==> config.mk <==
export PLATFORM = sky130hd
export DESIGN_NAME = pmp_check_ctrl
export DESIGN_NICKNAME = d
export VERILOG_FILES = /design/src/rtl/pmp_check_ctrl.sv
export SDC_FILE = /design/constraint.sdc
export NUM_CORES = 1
export LEC_CHECK = 0
export ABC_AREA = 1
export BUFFER_PORTS_ARGS = -buffer_cell sky130_fd_sc_hd__buf_2
export CORE_AREA = 2 2 441 443
export CTS_CLUSTER_DIAMETER = 150
export DETAILED_ROUTE_END_ITERATION = 16
export DIE_AREA = 0 0 443 445
export MAX_ROUTING_LAYER = met4
export PLACE_DENSITY = 0.3
export SKIP_CTS_REPAIR_TIMING = 1
export SYNTH_ARGS = -nofsm -noshare
export SYNTH_HDL_FRONTEND = slang
export SYNTH_SLANG_ARGS = --single-unit
==> constraint.sdc <==
create_clock -name clk_i -period 8 [get_ports clk_i]
set_clock_uncertainty 0.15 [all_clocks]
set_input_delay 0 -clock clk_i [delete_from_list [all_inputs] [get_ports clk_i]]
set_output_delay 0 -clock clk_i [all_outputs]
set_load 0.1 [all_outputs]
==> src/rtl/pmp_check_ctrl.sv <==
// pmp_check_ctrl
//
// Shared, multi-cycle PMP check engine for the MMU/LSU boundary. Requesters
// are granted round-robin. The engine scans the PMP entry array one entry per
// cycle and stops at the lowest-numbered matching entry. The allow/deny result
// is registered and returned only to the requester that owns the check.
//
// The RISC-V types are carried here as plain vectors:
//   access (pmp_access_t) : [2]=X, [1]=W, [0]=R
//   priv   (priv_lvl_t)   : 2'b00=U, 2'b01=S, 2'b11=M
//   cfg    (pmpcfg_t)     : [7]=L, [6:5] reserved, [4:3] mode
//                           (0 OFF, 1 TOR, 2 NA4, 3 NAPOT), [2:0] access
//
// Ports
//   clk_i, rst_i        clock, synchronous active-high reset
//   flush_i             abort any in-flight check; no response is produced
//   req_valid_i         per-requester request valid (0 = fetch, 1 = data)
//   req_addr_i          per-requester byte address
//   req_access_i        per-requester requested R/W/X bits
//   req_priv_i          per-requester privilege level
//   req_gnt_o           one-hot grant, combinational, only driven in IDLE
//   resp_valid_o        response valid for the owning requester
//   resp_allow_o        check result, qualified by resp_valid_o
//   resp_ready_i        per-requester response accept
//   conf_addr_i         pmpaddr array (addr[PMP_LEN+1:2] per entry)
//   conf_i              pmpcfg array
//   busy_o              high while a check is in SCAN or RESP

module pmp_check_ctrl #(
   parameter int PLEN       = 56,
   parameter int PMP_LEN    = 54,
   parameter int NR_ENTRIES = 16,
   parameter int NR_REQ     = 2
) (
   input  logic                                 clk_i,
   input  logic                                 rst_i,
   input  logic                                 flush_i,
   input  logic [NR_REQ-1:0]                    req_valid_i,
   input  logic [NR_REQ-1:0][PLEN-1:0]          req_addr_i,
   input  logic [NR_REQ-1:0][2:0]               req_access_i,
   input  logic [NR_REQ-1:0][1:0]               req_priv_i,
   output logic [NR_REQ-1:0]                    req_gnt_o,
   output logic [NR_REQ-1:0]                    resp_valid_o,
   output logic                                 resp_allow_o,
   input  logic [NR_REQ-1:0]                    resp_ready_i,
   input  logic [NR_ENTRIES-1:0][PMP_LEN-1:0]   conf_addr_i,
   input  logic [NR_ENTRIES-1:0][7:0]           conf_i,
   output logic                                 busy_o
);

   localparam int IDX_W = (NR_ENTRIES > 1) ? $clog2(NR_ENTRIES) : 1;
   localparam int OWN_W = (NR_REQ > 1) ? $clog2(NR_REQ) : 1;

   localparam logic [1:0] MODE_OFF   = 2'd0;
   localparam logic [1:0] MODE_TOR   = 2'd1;
   localparam logic [1:0] MODE_NA4   = 2'd2;
   localparam logic [1:0] MODE_NAPOT = 2'd3;
   localparam logic [1:0] PRIV_M     = 2'b11;

   typedef enum logic [1:0] {
      IDLE = 2'd0,
      SCAN = 2'd1,
      RESP = 2'd2
   } state_t;

   state_t              state_q, state_d;
   logic [OWN_W-1:0]    rr_q, rr_d;
   logic [IDX_W-1:0]    idx_q, idx_d;
   logic [OWN_W-1:0]    owner_q, owner_d;
   logic [PLEN-1:0]     addr_q, addr_d;
   logic [2:0]          access_q, access_d;
   logic [1:0]          priv_q, priv_d;
   logic                result_q, result_d;

   logic [OWN_W-1:0]    gnt_idx;
   logic                gnt_found;
   logic                grant_en;
   int                  cand;

   logic [7:0]          cfg;
   logic [PMP_LEN-1:0]  cur_addr;
   logic [PMP_LEN-1:0]  prev_addr;
   logic [PMP_LEN-1:0]  word_addr;
   logic [PMP_LEN-1:0]  napot_mask;
   logic                entry_match;
   logic                hit_allow;
   logic                last_entry;
   logic                unused_bits;

   // Round-robin search starting at rr_q; the first valid requester wins.
   always_comb begin
      gnt_idx   = '0;
      gnt_found = 1'b0;
      cand      = 0;
      for (int i = 0; i < NR_REQ; i++) begin
         cand = int'(rr_q) + i;
         if (cand >= NR_REQ) begin
            cand = cand - NR_REQ;
         end
         if (!gnt_found && req_valid_i[OWN_W'(cand)]) begin
            gnt_found = 1'b1;
            gnt_idx   = OWN_W'(cand);
         end
      end
   end

   // A grant is only ever offered from IDLE and never in a flush cycle, so a
   // grant is also the handshake.
   assign grant_en = (state_q == IDLE) && !flush_i && gnt_found;

   always_comb begin
      req_gnt_o = '0;
      if (grant_en) begin
         req_gnt_o[gnt_idx] = 1'b1;
      end
   end

   // Entry evaluation for the current scan index. The TOR lower bound reads
   // entry idx-1, which is only meaningful for idx > 0.
   always_comb begin
      cfg        = conf_i[idx_q];
      cur_addr   = conf_addr_i[idx_q];
      prev_addr  = (idx_q == '0) ? '0 : conf_addr_i[idx_q - IDX_W'(1)];
      word_addr  = PMP_LEN'(addr_q[PLEN-1:2]);
      // x ^ (x+1) sets exactly the trailing-ones run plus the first zero above
      // it, i.e. bits [t:0]; an all-ones pmpaddr yields an all-ones mask.
      napot_mask = cur_addr ^ (cur_addr + PMP_LEN'(1));
      unique case (cfg[4:3])
         MODE_OFF:   entry_match = 1'b0;
         MODE_TOR:   entry_match = (word_addr >= prev_addr) && (word_addr < cur_addr);
         MODE_NA4:   entry_match = (word_addr == cur_addr);
         MODE_NAPOT: entry_match = ((word_addr ^ cur_addr) & ~napot_mask) == '0;
         default:    entry_match = 1'b0;
      endcase
      // Unlocked entries never restrict M-mode.
      if ((priv_q == PRIV_M) && !cfg[7]) begin
         hit_allow = 1'b1;
      end else begin
         hit_allow = (access_q & cfg[2:0]) == access_q;
      end
      last_entry = (idx_q == IDX_W'(NR_ENTRIES - 1));
   end

   assign unused_bits = ^{cfg[6:5], addr_q[1:0]};

   // Next-state and datapath update. flush_i overrides every state but leaves
   // the round-robin pointer untouched.
   always_comb begin
      state_d  = state_q;
      rr_d     = rr_q;
      idx_d    = idx_q;
      owner_d  = owner_q;
      addr_d   = addr_q;
      access_d = access_q;
      priv_d   = priv_q;
      result_d = result_q;
      unique case (state_q)
         IDLE: begin
            if (grant_en) begin
               state_d  = SCAN;
               idx_d    = '0;
               owner_d  = gnt_idx;
               addr_d   = req_addr_i[gnt_idx];
               access_d = req_access_i[gnt_idx];
               priv_d   = req_priv_i[gnt_idx];
               rr_d     = (gnt_idx == OWN_W'(NR_REQ - 1)) ? '0 : gnt_idx + OWN_W'(1);
            end
         end
         SCAN: begin
            if (entry_match) begin
               result_d = hit_allow;
               state_d  = RESP;
            end else if (last_entry) begin
               result_d = (priv_q == PRIV_M);
               state_d  = RESP;
            end else begin
               idx_d = idx_q + IDX_W'(1);
            end
         end
         RESP: begin
            if (resp_ready_i[owner_q]) begin
               state_d = IDLE;
            end
         end
         default: begin
            state_d = IDLE;
         end
      endcase
      if (flush_i) begin
         state_d = IDLE;
      end
   end

   // State and datapath registers.
   always_ff @(posedge clk_i) begin
      if (rst_i) begin
         state_q  <= IDLE;
         rr_q     <= '0;
         idx_q    <= '0;
         owner_q  <= '0;
         addr_q   <= '0;
         access_q <= '0;
         priv_q   <= '0;
         result_q <= 1'b0;
      end else begin
         state_q  <= state_d;
         rr_q     <= rr_d;
         idx_q    <= idx_d;
         owner_q  <= owner_d;
         addr_q   <= addr_d;
         access_q <= access_d;
         priv_q   <= priv_d;
         result_q <= result_d;
      end
   end

   // Response outputs come straight from registers; a flush suppresses them
   // in the same cycle so no response can be accepted while aborting.
   always_comb begin
      resp_valid_o = '0;
      if ((state_q == RESP) && !flush_i) begin
         resp_valid_o[owner_q] = 1'b1;
      end
      resp_allow_o = (state_q == RESP) && !flush_i && result_q;
      busy_o       = (state_q != IDLE);
   end

endmodule
==> out/results.txt <==
Outcome = completed
Final setup margin = 1195 ps
Post-synth EDFFs = 0
Clock Power Share = 0.139
Worst Hold Class = in -> reg
Setup crit start kind = flip-flop
Final worst path period share = 0.8506
CTS tree = yes
Placed Cells = 8936
Worst-Skew Late Latency = 360 ps
Core Area = 0.1920 mm^2
Area grow syn2layout = 35.99%
Longest Clk Path Bufs = 2
Final Util = 0.1883
CTS root buf = clkbuf_16
Register area share after synthesis = 0.05121
Critical Path End Type = flip-flop
Fin Setup TNS = 0 ps
Max cap viols = 0
Vias = 40.56k
Crit Path Class = reg -> reg
Layout filler cell count = 23.00k
Reg power frac = 0.142
Fmax = 0.1470 GHz
Die W = 443 um
PwrDens = 80.22 mW/mm^2
DR vias/cell = 4.428
Pre-Repair DR Iteration Count = 6
Power share of the combinational group = 0.720
WP data required = 8150 ps
Rows = 161
Peak supply drop = 0.00009620 V
FF-to-FF setup slack = 1200 ps
Worst-margin pin slew = 983.7 ps
Nets = 7774
Routed wire length per instance = 25.21 um
Area of the multi-input gates = 0.02049 mm^2
Largest net degree at the start of global routing = 169
Critical Path Sink = state_q[1]$_SDFFE_PP0P_
Worst R2R End = state_q[1]$_SDFFE_PP0P_
Initial drt markers = 2768
First-pass GRT wire length = 307.0 mm
Total CTS buffers = 9
Synth Warn # = 0
Switch Pwr = 0.001600 W
Clk slew on worst S/H paths = 70 ps
Post-synth ARST share = 0
# H-tree levels = 3
CP Data Arrival Time = 6960 ps
DP HPWL = 190.9 mm
Cell-internal power = 0.001300 W
Non-Filler Instances = 9160
Reg2Reg Depth = 22
Die footprint = 0.1971 mm^2
Post-layout min period = 6805 ps
Top-level I/O count = 1127
Final slew viol count = 0
Gr usage total = 0.2287
IO Port Bufs = 1089
Switching share of power = 0.5518
Yosys cell types = 48
Final setup fails = 0
Syn Inst Count = 5624
Commonest non-fill, non-tap cell in the layout = nand2_1
Post-route ant nets = 0
Flops & latches, synth = 68
Pre-CTS setup slack = 1588 ps
Worst Setup SP = idx_q[0]$_SDFFE_PP0P_
Routability cong. = 0.9215
Vias in the first global route = 37.67k
Final Routed Wirelength = 230.9 mm
Share of layout cells above drive strength 1 = 0.1903
Starting density of the core = 0.1385
Clock Sinks = 68
Crit Reg-Reg Startpoint = idx_q[0]$_SDFFE_PP0P_
RSZ-0062 raised after global routing = no
Total gr overflow = 0
Syn_nets = 6857
Mapped Area = 0.02658 mm^2
Final Hold Fails = 0
Primary FF master, synth = dfxtp_1
Leakage dissipation = 18.92 nW
Max_slew headroom = 0.3442
Worst-path fanout max = 117
Initial antenna violation count = 168
Overall die height = 445 um
DR DRC count = 0
Mean Syn Cell Area = 4.726 um^2
Most frequent cells in the layout = nand2_1, buf_2, inv_1, nor2_1, nand3_1
Storage cell area = 0.001369 mm^2
==> power by group through the flow <==
stage               sequential [W]  combinational, W  clock (W)
floorplan                 0.000376           0.00107          0
global placement          0.000425           0.00206          0
detailed placement        0.000425           0.00206          0
CTS                       0.000418           0.00207   0.000418
global route              0.000414           0.00232   0.000427
finish                    0.000411           0.00209   0.000402
==> synthesized netlist by cell type, drive strengths merged, types with 3 or more instances <==
master	number	share of area
a21oi	470	0.088
nor2	604	0.087
nand2	1812	0.26
buf	197	0.041
o211ai	142	0.040
nor4	11	0.0026
o21ai	515	0.097
a221oi	5	0.0016
o22ai	24	0.0056
o21bai	9	0.0025
a31oi	53	0.012
nand4	21	0.0054
o221ai	13	0.0043
a22oi	7	0.0020
or4	3	0.00085
clkbuf	196	0.028
dfxtp	68	0.051
nor3	13	0.0026
clkinv	3	0.00042
nand3	529	0.10
ha	112	0.053
inv	794	0.11
a211oi	5	0.0014
a22o	4	0.0013
==> through the flow <==
step | total power (W) | cell area (um^2) | hold WS, ps
CTS | 0.002905 | 34730 | -273.2
global route | 0.003158 | 36120 | 73.44
floorplan | 0.001445 | 26580 | 8.858
global placement | 0.002485 | 34450 | 112.5
detailed placement | 0.002486 | 34450 | 116.2
finish | 0.002900 | 36150 | 43.20
==> layer usage <==
metal	part of all wire	up-vias	GRT usage
met2	0.52	1334	0.4221
li1	-	19990	-
met1	0.41	18930	0.2599
met4	0.036	0	0.06876
met5	0	-	-
met3	0.037	315	0.01984
==> flip-flops by register name (all words and copies together), names as in the netlist <==
signal and flops:
rr_q 1, owner_q 1, priv_q 2, addr_q 54
result_q 1, idx_q 4, access_q 3, state_q 2
==> worst min-delay path by stage <==
| stage | from | endpoint | slack (ps) | cells past startpoint |
|---|---|---|---|---|
| 2_1_floorplan | req_addr_i[67] | addr_q[11]$_SDFFE_PP0P_ | 9 | 2 |
| 3_3_place_gp | req_priv_i[2] | priv_q[0]$_SDFFE_PP0P_ | 110 | 3 |
| 3_5_place_dp | req_access_i[5] | access_q[2]$_SDFFE_PP0P_ | 120 | 3 |
| 4_1_cts | req_access_i[5] | access_q[2]$_SDFFE_PP0P_ | -270 | 3 |
| 5_1_grt | req_valid_i[0] | rr_q$_SDFFE_PP0P_ | 70 | 5 |
| 6_report | req_valid_i[0] | rr_q$_SDFFE_PP0P_ | 40 | 5 |
==> worst max-delay path, cell delays in order (launching register included) <==
cell and delay (ps):
dfxtp_4 850, inv_16 190, ha_4 360, inv_8 370, buf_12 300, buf_4 350
buf_4 260, a21oi_1 50, o21ai_0 110, nand3_1 110, nand3_1 140, nand3_1 160
ha_1 340, nand4_1 270, nor3_1 340, nor4b_1 560, a21oi_1 150, nand3_1 190
nand3_1 250, nand4_1 270, a21oi_1 90, nor2_1 90, dlygate4sd3_1 540
==> cell families after synthesis <==
group / Yosys count / synth area share
adder cells (fa/ha/maj): 112 / 0.05272
XOR/XNOR: 3 / 0.0009886
buffers and inverters: 1190 / 0.1808
AND/OR/NAND/NOR: 2997 / 0.4552
AO/OA/AOI/OAI: 1254 / 0.2590
flip-flops: 68 / 0.05121
==> area by class of cell <==
cell class                      instances  area share
Antenna cell                           88    0.006092
Clock buffer                           10    0.006611
Clock inverter                          6    0.001073
Inverter                              797     0.08397
Multi-Input combinational cell       4366      0.5670
Sequential cell                        68     0.03787
Tap cell                             2526     0.08743
Timing Repair Buffer                 1299      0.2100
Power figures use the tool's default switching activity.
